===== config.mk =====
export PLATFORM = sky130hd
export DESIGN_NAME = booth_seq_multiplier_flat
export DESIGN_NICKNAME = d
export VERILOG_FILES = /design/src/rtl/booth_seq_multiplier_if.sv /design/src/rtl/booth_seq_multiplier.sv /design/src/flat_wrapper.sv
export SDC_FILE = /design/constraint.sdc
export NUM_CORES = 1
export LEC_CHECK = 0
export ABC_AREA = 0
export CAP_MARGIN = 40
export CORE_MARGIN = 2
export CORE_UTILIZATION = 54
export DETAILED_ROUTE_END_ITERATION = 12
export PLACE_DENSITY = 0.79
export SYNTH_ARGS = -nofsm -noshare
export SYNTH_HDL_FRONTEND = slang
export SYNTH_SLANG_ARGS = --single-unit

===== constraint.sdc =====
create_clock -name clk -period 3.8 [get_ports clk]
set_input_delay 0.57 -clock clk [delete_from_list [all_inputs] [get_ports clk]]
set_output_delay 0.57 -clock clk [all_outputs]
set_load 0.005 [all_outputs]

===== src/rtl/booth_seq_multiplier_if.sv =====
// Operand/result handshake bundle for booth_seq_multiplier.
//   in_valid/in_ready   : operand handshake (M, R, is_signed)
//   busy                : Booth iteration in progress
//   out_valid/out_ready : result handshake (RES)
// master = operand producer / result consumer, slave = the multiplier.
interface booth_seq_multiplier_if #(
    parameter int unsigned m_size = 8,
    parameter int unsigned r_size = 8
);
    localparam int unsigned res_size = m_size + r_size;

    logic                in_valid;
    logic                in_ready;
    logic [m_size-1:0]   M;
    logic [r_size-1:0]   R;
    logic                is_signed;
    logic                busy;
    logic                out_valid;
    logic                out_ready;
    logic [res_size-1:0] RES;

    modport master (
        output in_valid, M, R, is_signed, out_ready,
        input  in_ready, busy, out_valid, RES
    );

    modport slave (
        input  in_valid, M, R, is_signed, out_ready,
        output in_ready, busy, out_valid, RES
    );
endinterface


===== src/rtl/booth_seq_multiplier.sv =====
// Iterative radix-2 Booth multiplier, one Booth step per clock.
// Ports:
//   clk  - rising-edge clock
//   rst  - synchronous active-high reset
//   bus  - slave side of booth_seq_multiplier_if: operands M/R/is_signed via
//          in_valid/in_ready, product RES via out_valid/out_ready, busy flag.
// A transaction takes r_size+1 steps after acceptance; RES holds in DONE until
// out_ready and keeps the last product after returning to IDLE.
module booth_seq_multiplier #(
    parameter int unsigned m_size = 8,
    parameter int unsigned r_size = 8
) (
    input logic                   clk,
    input logic                   rst,
    booth_seq_multiplier_if.slave bus
);
    localparam int unsigned res_size = m_size + r_size;
    localparam int unsigned p_size   = m_size + r_size + 3;
    localparam int unsigned cnt_size = $clog2(r_size + 2);
    localparam logic [cnt_size-1:0] last_step = cnt_size'(r_size);

    typedef enum logic [1:0] {StIdle, StBusy, StDone} state_e;

    state_e              state_q, state_d;
    logic [p_size-1:0]   p_q, p_d;
    logic [m_size:0]     a_q, a_d;
    logic [m_size:0]     s_q, s_d;
    logic [cnt_size-1:0] cnt_q, cnt_d;
    logic [res_size-1:0] res_q, res_d;

    logic [m_size:0]     m_ext;
    logic [r_size:0]     r_ext;
    logic [m_size:0]     upper;
    logic [m_size:0]     addend;
    logic [m_size:0]     upper_sum;
    logic [p_size-1:0]   p_shifted;

    // Operand extension and one Booth step (add/sub then arithmetic shift).
    // The extra top bit makes -M exact for the most-negative signed M.
    always_comb begin
        m_ext  = bus.is_signed ? {bus.M[m_size-1], bus.M} : {1'b0, bus.M};
        r_ext  = bus.is_signed ? {bus.R[r_size-1], bus.R} : {1'b0, bus.R};
        upper  = p_q[p_size-1 -: m_size+1];
        addend = '0;
        case (p_q[1:0])
            2'b01:   addend = a_q;
            2'b10:   addend = s_q;
            default: addend = '0;
        endcase
        upper_sum = upper + addend;
        p_shifted = {upper_sum[m_size], upper_sum, p_q[r_size+1:1]};
    end

    always_comb begin
        state_d = state_q;
        p_d     = p_q;
        a_d     = a_q;
        s_d     = s_q;
        cnt_d   = cnt_q;
        res_d   = res_q;
        case (state_q)
            StIdle: begin
                if (bus.in_valid) begin
                    p_d     = {{(m_size + 1){1'b0}}, r_ext, 1'b0};
                    a_d     = m_ext;
                    s_d     = -m_ext;
                    cnt_d   = '0;
                    state_d = StBusy;
                end
            end
            StBusy: begin
                p_d   = p_shifted;
                cnt_d = cnt_q + cnt_size'(1);
                if (cnt_q == last_step) begin
                    res_d   = p_shifted[res_size:1];
                    state_d = StDone;
                end
            end
            StDone: begin
                if (bus.out_ready) begin
                    state_d = StIdle;
                end
            end
            default: state_d = StIdle;
        endcase
    end

    always_ff @(posedge clk) begin
        if (rst) begin
            state_q <= StIdle;
            p_q     <= '0;
            a_q     <= '0;
            s_q     <= '0;
            cnt_q   <= '0;
            res_q   <= '0;
        end else begin
            state_q <= state_d;
            p_q     <= p_d;
            a_q     <= a_d;
            s_q     <= s_d;
            cnt_q   <= cnt_d;
            res_q   <= res_d;
        end
    end

    assign bus.in_ready  = (state_q == StIdle);
    assign bus.busy      = (state_q == StBusy);
    assign bus.out_valid = (state_q == StDone);
    assign bus.RES       = res_q;
endmodule


===== src/flat_wrapper.sv =====
// flat-port wrapper written by rule: the top's interface ports become plain ports
module booth_seq_multiplier_flat 
#(
    parameter int unsigned m_size = 8,
    parameter int unsigned r_size = 8
)
  (clk, rst, bus_in_valid, bus_M, bus_R, bus_is_signed, bus_out_ready, bus_in_ready, bus_busy, bus_out_valid, bus_RES);
  booth_seq_multiplier_if #(.m_size(m_size), .r_size(r_size)) bus_i ();
  input logic clk;
  input logic rst;
  input wire logic [$bits(bus_i.in_valid)-1:0] bus_in_valid;
  input wire logic [$bits(bus_i.M)-1:0] bus_M;
  input wire logic [$bits(bus_i.R)-1:0] bus_R;
  input wire logic [$bits(bus_i.is_signed)-1:0] bus_is_signed;
  input wire logic [$bits(bus_i.out_ready)-1:0] bus_out_ready;
  output wire logic [$bits(bus_i.in_ready)-1:0] bus_in_ready;
  output wire logic [$bits(bus_i.busy)-1:0] bus_busy;
  output wire logic [$bits(bus_i.out_valid)-1:0] bus_out_valid;
  output wire logic [$bits(bus_i.RES)-1:0] bus_RES;
  assign bus_i.in_valid = bus_in_valid;
  assign bus_i.M = bus_M;
  assign bus_i.R = bus_R;
  assign bus_i.is_signed = bus_is_signed;
  assign bus_i.out_ready = bus_out_ready;
  assign bus_in_ready = bus_i.in_ready;
  assign bus_busy = bus_i.busy;
  assign bus_out_valid = bus_i.out_valid;
  assign bus_RES = bus_i.RES;
  booth_seq_multiplier #(.m_size(m_size), .r_size(r_size)) u_core (.clk(clk), .rst(rst), .bus(bus_i));
endmodule

# Word level (Yosys, flattened, before mapping)
# Cells that the tools add are included.
# op_classes
shifts,0
n_eq_ne,8
div,0
n_mux,11
n_lt_le_gt_ge,0
addsub,3
n_mul,0
n_reduce_logical,6
bitwise_logic,0
# op_table
cell,count
19-bit one-hot mux with 2 select lines,1
19-bit 2-to-1 mux,1
9-bit 2-to-1 mux,2
9-bit one-hot mux with 2 select lines,1
9-bit adder,1
9-bit negation,1
4-bit one-hot mux with 2 select lines,1
2-bit 2-to-1 mux,3
2-bit one-hot mux with 3 select lines,1
2-bit AND reduction,3
"4-bit by 1-bit adder with 4-bit output, second input constant",1
"2-bit by 1-bit == test with 1-bit output, second input constant",2
"2-bit == test, second input constant",2
"4-bit == test, second input constant",1
4-bit 2-to-1 mux,1
"2-bit inequality test, second input constant",2
3-bit AND reduction,1
2-bit zero test,1
"2-bit by 1-bit inequality test with 1-bit output, second input constant",1
2-bit nonzero test,1
# word_totals
output_inout_bits,19
memories,0
romBits,0
ram_bits,0
latchBits,0
register_bits,59

# Depth between registers and ports, before layout
# depth
depth_word,4
mapped_depth,13

# Worst setup path before layout
# OpenSTA, ideal clock, no wires.
# synth_path
kind,reg2reg
from,register u_core.p_q[0]
to,register u_core.p_q[17]
arrival_ps,2643
required_time_ps,3714
stages_incl_launch_ff,13
path_slack_ps,1070
cell_sequence,dfxtp_1 -> inv_1 -> ha_1 -> clkbuf_1 -> nor3b_1 -> ha_1 -> inv_1 -> fa_1 -> nand2b_1 -> a21oi_1 -> a22oi_1 -> o211a_1 -> a221oi_2
# synth_via
elab_chain_cells,4
# synth_rtl
element,line,source
from (decl),booth_seq_multiplier.sv:25,"logic [p_size-1:0] p_q, p_d;"
from (signal assigned),booth_seq_multiplier.sv:98,p_q <= p_d;
2-bit == test / 2-bit by 1-bit == test with 1-bit output (equally long branches),booth_seq_multiplier.sv:45,case (p_q[1:0])
9-bit one-hot mux with 2 select lines (*),booth_seq_multiplier.sv:45,
9-bit adder (*),booth_seq_multiplier.sv:50,upper_sum = upper + addend;
19-bit one-hot mux with 2 select lines (*),booth_seq_multiplier.sv:61,case (state_q)
# Mark *: on every way between the ends. The rest lies on a longest branch, timed or not.
# A chain may end at the register's enable or synchronous reset.

# Worst setup path in the final report
# Same ends and word-level chain as after synthesis.

==> summary.txt <==
Die X: 76.0 um
Overall Power: 1270 uW
Vias: 2467
Largest net degree at the start of global routing: 39
Hold buffer count at CTS: 0
Fmax: 0.354 GHz
Max clock buf depth: 2
Avg WL per Cell: 13.9 um
Pwr dens: 374 nW/um2
Ratio of final minimum period to clock period: 0.743
Clk root buf: clkbuf_8
Worst Path Arrival: 3080 ps
DRT iter0 DRCs: 121
Number of synthesized register bits: 57
Sequential area share after synthesis: 0.408
Slew @ Worst Pin: 796 ps
Yosys warns: 0
Total CTS buffers: 9
Die footprint: 5780 um2
Mapped Avg Cell Area: 8.28 um2
Share of layout cells above drive strength 1: 0.0853
Worst Setup End Kind: flip-flop
CP Launch Type: flip-flop
Synth Flop Type: dfxtp_1
Post-Synthesis Cells: 338
Clock Pin Slew Worst Setup and Hold Paths: 60 ps
Ys async rst share: 0
Starting Density: 0.555
CTS tree: yes
Post-DR vias/cell: 5.54
H-tree Lvls: 3
Slew Limit Fails: 0
Status: finished clean
FP Rows: 26
ANT cells: 0
Cell Area, Synth: 2800 um2
Clk_lat worst skew: 340 ps
Peak supply drop: 0.292 mV
Syn nets: 373
RSZ-0062 raised after global routing: no
Clock sink total: 57
DP HPWL: 4230 um
Slowest stage delay, CP: 440 ps
Critical-path cell list: inv_1 > ha_1 > nor3b_1 > ha_1 > inv_1 > fa_1 > nand2b_1 > a21oi_1 > a22oi_1 > o211a_1 > a221oi_2
CTS resizes: 0
Critical Path RT: 4060 ps
Critical Path Fanout Max: 11
# IOs: 40
Clock skew: 9.89 ps
First-pass GRT wire length: 10600 um
MaxCap Viol Count: 0
PortBufs: 39
Vias in the first global route: 2312
Worst min-delay path class: reg2reg
Drt total wl: 6160 um
Area Overhead vs Synth: 21.2%
Setup Total Neg Slack: 0 ps
Most common cell after layout, fill and taps aside: nand2_1
Most frequent cells in the layout: nand2_1, dfxtp_1, a21oi_1
Critical path class: reg2reg
Final ANT Viol Nets: 0
Die height: 76.0 um
Yosys cell types: 49
Initial antenna violation count: 0
Leak pwr: 0.00122 uW
Final min period: 2820 ps
Nets: 405
Number of synthesized flops with an enable pin: 0
Post-CTS setup buffer count: 0
GRT Util Overall: 0.226
1st-pass router iterations: 4
Final setup viols: 0
RD Place Congestion: 0.839
Core Region: 5040 um2
Hold Violations, Final: 0
Slew Limit Headroom: 0.469
Remaining DRCs: 0
CP max stage cell: ha_1
Remaining global-route overflow: 0
routing by layer:
layer / GRT usage / vias up / wire length (um)
li1: - / 1245 / -
met1: 0.292 / 1158 / 2940
met4: 0.0782 / 0 / 103
met2: 0.364 / 51 / 2860
met5: 0 / - / 0
met3: 0.0652 / 13 / 269
where the power goes:
group	switching, uW	total (uW)	internal (uW)
Clock	245	513	268
Sequential	14.1	631	617
Combinational	71.7	124	52.1
Total	331	1270	937
cells by family after synthesis:
| group | count (synthesis) | share of synthesized area |
|---|---|---|
| AND/OR/NAND/NOR | 131 | 0.225 |
| AO/OA/AOI/OAI | 92 | 0.213 |
| flip-flops | 57 | 0.408 |
| buffers and inverters | 33 | 0.0545 |
| adder cells (fa/ha/maj) | 14 | 0.0653 |
| XOR/XNOR | 11 | 0.0344 |
cell usage after synthesis (5+ instances only):
cell type | number | area, um2
xor2_1 | 5 | 43.8
xnor2_1 | 6 | 52.6
buf_2 | 8 | 40.0
a22oi_1 | 16 | 120
a21oi_1 | 49 | 245
ha_1 | 13 | 163
inv_1 | 10 | 37.5
nor2_1 | 21 | 78.8
dfxtp_1 | 57 | 1140
o31ai_1 | 5 | 37.5
nand3_1 | 9 | 45.0
clkbuf_1 | 11 | 41.3
nand2_1 | 74 | 278
layout make-up:
type,instances,area [um2]
inverters,11,41.3
well taps,70,87.6
repair buffers,43,435
fillers,438,1650
flip-flops and latches,57,1140
multi-input cells,248,1510
clock inverters,5,30.0
clock buffers,11,151
critical path: cells and delay by family (launching register included):
| family | cells | cell delay (ps) |
|---|---|---|
| AOI/OAI and AO/OA | 4 | 820 |
| adders and majority gates | 3 | 1060 |
| buffers and inverters | 2 | 110 |
| DFF | 1 | 350 |
| and+or+nand+nor | 2 | 410 |
sequential cells by signal (all words and copies together), names as in the netlist:
name and count:
u_core.state_q 2, u_core.s_q 9, u_core.cnt_q 4, u_core.bus.RES 16
u_core.p_q 18, u_core.a_q 8
worst paths after layout:
path                         startpoint                     endpoint  slack (ps)  cells past startpoint
min          u_core.s_q[6]$_SDFFE_PP0P_   u_core.s_q[6]$_SDFFE_PP0P_         450                      2
max          u_core.p_q[0]$_SDFFE_PP0P_  u_core.p_q[17]$_SDFFE_PP0P_         980                     11
min reg2reg  u_core.s_q[6]$_SDFFE_PP0P_   u_core.s_q[6]$_SDFFE_PP0P_         450                      2
max reg2reg  u_core.p_q[0]$_SDFFE_PP0P_  u_core.p_q[17]$_SDFFE_PP0P_         980                     11
through the flow:
| stage | util | setup slack (ps) | instance area (um2) | instances | hold slack, ps |
|---|---|---|---|---|---|
| floorplan | - | 1070 | 2800 | 338 | 429 |
| global placement | 0.630 | 1030 | 3180 | 427 | 444 |
| detailed placement | 0.637 | 1000 | 3210 | 429 | 446 |
| CTS | 0.673 | 972 | 3390 | 445 | 453 |
| global route | 0.673 | 716 | 3390 | 445 | 476 |
| finish | 0.673 | 976 | 3390 | 445 | 455 |
Power figures use the tool's default switching activity.
==> edit: new RTL, same flow settings <==
`r_size` is set to 8 in 3 places; all go to 4.
--- a/src/rtl/booth_seq_multiplier_if.sv
+++ b/src/rtl/booth_seq_multiplier_if.sv
@@ -7,3 +7,3 @@
     parameter int unsigned m_size = 8,
-    parameter int unsigned r_size = 8
+    parameter int unsigned r_size = 4
 );
--- a/src/rtl/booth_seq_multiplier.sv
+++ b/src/rtl/booth_seq_multiplier.sv
@@ -10,3 +10,3 @@
     parameter int unsigned m_size = 8,
-    parameter int unsigned r_size = 8
+    parameter int unsigned r_size = 4
 ) (
--- a/src/flat_wrapper.sv
+++ b/src/flat_wrapper.sv
@@ -4,3 +4,3 @@
     parameter int unsigned m_size = 8,
-    parameter int unsigned r_size = 8
+    parameter int unsigned r_size = 4
 )
Interface: changed (resized bus_R and bus_RES); port bits go from 40 to 32. No check against the original RTL was run, so the function may have changed too.
==> edit against the original RTL <==
- fmax increased by 0.45%
- first-iteration DRC count decreased by 20%
- total power decreased by 25%
- global-route usage decreased by 1.1 points
- synthesized cell count decreased by 12%
- design area decreased by 18%
- sequential cell count decreased by 9
- worst setup slack improved by 0.013 ns
- wire length decreased by 17%
- clock power decreased by 38%
- synthesized area decreased by 15%
- sequential power decreased by 16%
- critical endpoint is now u_core.bus.RES[10]
==> edit: results (changes against the original RTL) <==
| Metric | Value |
|---|---|
| Nets | `351 (-13%)` |
| Ratio of cells with drive above 1 in the final layout | `5.30% (-3.2 points)` |
| Sequential share of cell area | `34.4% (+0.72 points)` |
| Depth of the CTS H-tree | `2 (-1)` |
| Gr usage total | `21.5% (-1.1 points)` |
| Cell area after layout | `2800 um2 (-18%)` |
| Non-clk bufs | `33 (-23%)` |
| Starting Density | `55.4% (-0.15 points)` |
| Pwr Total | `0.000946 W (-25%)` |
| Drt total wl | `5.10 mm (-17%)` |
| Detailed placer's ending HPWL | `3.63 mm (-14%)` |
| CP peak stage delay | `0.40 ns (-0.04 ns)` |
| NonClk Buf Share | `11.9% (-0.94 points)` |
| FFs & Latches | `48 (-16%)` |
| VDD IR max | `0.000227 V (-22%)` |
| Area taken by multi-input logic gates | `1300 um2 (-13%)` |
| Clock Latency Late Sink | `0.30 ns (-0.04 ns)` |
| Multi-In Gates | `221 (-11%)` |
| Area contributors post-synth | `dfxtp_1, nand2_1, a21oi_1` |
| Post-synthesis adder-cell area fraction | `7.68% (+1.2 points)` |
| Cell count after synthesis | `297 (-12%)` |
| Clock Skew | `0.00590 ns (-0.00399 ns)` |
| Worst slack at placement | `1.04 ns (+0.0356 ns)` |
| DRT met1 WL | `2.47 mm (-16%)` |
| Gate power share | `10.5% (+0.7 points)` |
| Yosys cell types | `42 (-14%)` |
| Clock buffer count | `7 (-4)` |
| Fin util | `65.1% (-2.1 points)` |
| Vias | `2121 (-14%)` |
| Met1 Usage GRT | `28.8% (-0.40 points)` |
| XOR/XNOR Fraction of Synth Area | `4.05% (+0.61 points)` |
| Vias in the first global route | `1909 (-17%)` |
| Clk tree area frac | `3.36% (-2.0 points)` |
| Number of flip-flops under the largest register name | `14 (-4)` |
| Largest net degree at the start of global routing | `46 (+18%)` |
| Worst-Margin Slew | `0.763 ns (-0.0325 ns)` |
| First-pass GRT wire length | `8.61 mm (-19%)` |
| CTS buffer count | `5 (-4)` |
| Crit Path Max Fanout | `9 (-2)` |
| I/O Buffers | `31 (-21%)` |
| DR iter-0 viols | `97 (-20%)` |
| Complex-gate fraction of the synthesized area | `20.7% (-0.59 points)` |
| Switching Share | `25.2% (-0.88 points)` |
| Synth cell count leaders | `nand2_1, dfxtp_1, a21oi_1` |
| Seq/Total Area, Yosys | `40.4% (-0.35 points)` |
| M3 GR Usage | `4.62% (-1.9 points)` |
| Met2 Use GR | `33.8% (-2.7 points)` |
| Leakage | `1.03 nW (-15%)` |
| Outcome | `finished, final reports clean` |
| Post-synth net total | `328 (-12%)` |
| Clock transition at path regs | `0.09 ns (+0.03 ns)` |
| Met3 wire length | `193 um (-28%)` |
| Area after DPL | `2700 um2 (-16%)` |
| Final GP Congestion | `0.901 (+7.4%)` |
| Met2 Wirelength | `2.36 mm (-17%)` |
| Clock power share | `33.5% (-7.0 points)` |
## edit: changes by cell type after synthesis, moves of 3 or more
cell,change
a21oi_1,-8
a22oi_1,-4
and3_1,+3
clkbuf_1,-3
dfxtp_1,-9
nand2_1,-9
nand3b_1,-4
nand4b_1,-3
nor2_1,-5
## edit: final timing paths
| check | startpoint | end | slack (ns) | depth (start not counted) |
|---|---|---|---|---|
| hold / removal | u_core.bus.RES[2] | u_core.bus.RES[2] | 0.46 | 2 |
| setup reg to reg | u_core.p_q[0] | u_core.bus.RES[10] | 0.99 | 11 |
| setup / recovery | u_core.p_q[0] | u_core.bus.RES[10] | 0.99 | 11 |
| hold reg to reg | u_core.bus.RES[2] | u_core.bus.RES[2] | 0.46 | 2 |
## edit: cell families (layout without fill, tap and decap cells)
logic type,count (synthesis),count (layout)
fa+ha+maj,14,14
buf+inv,28,52
simple gates,117,117
xor+xnor,11,11
flops,48,48
compound gates,79,79
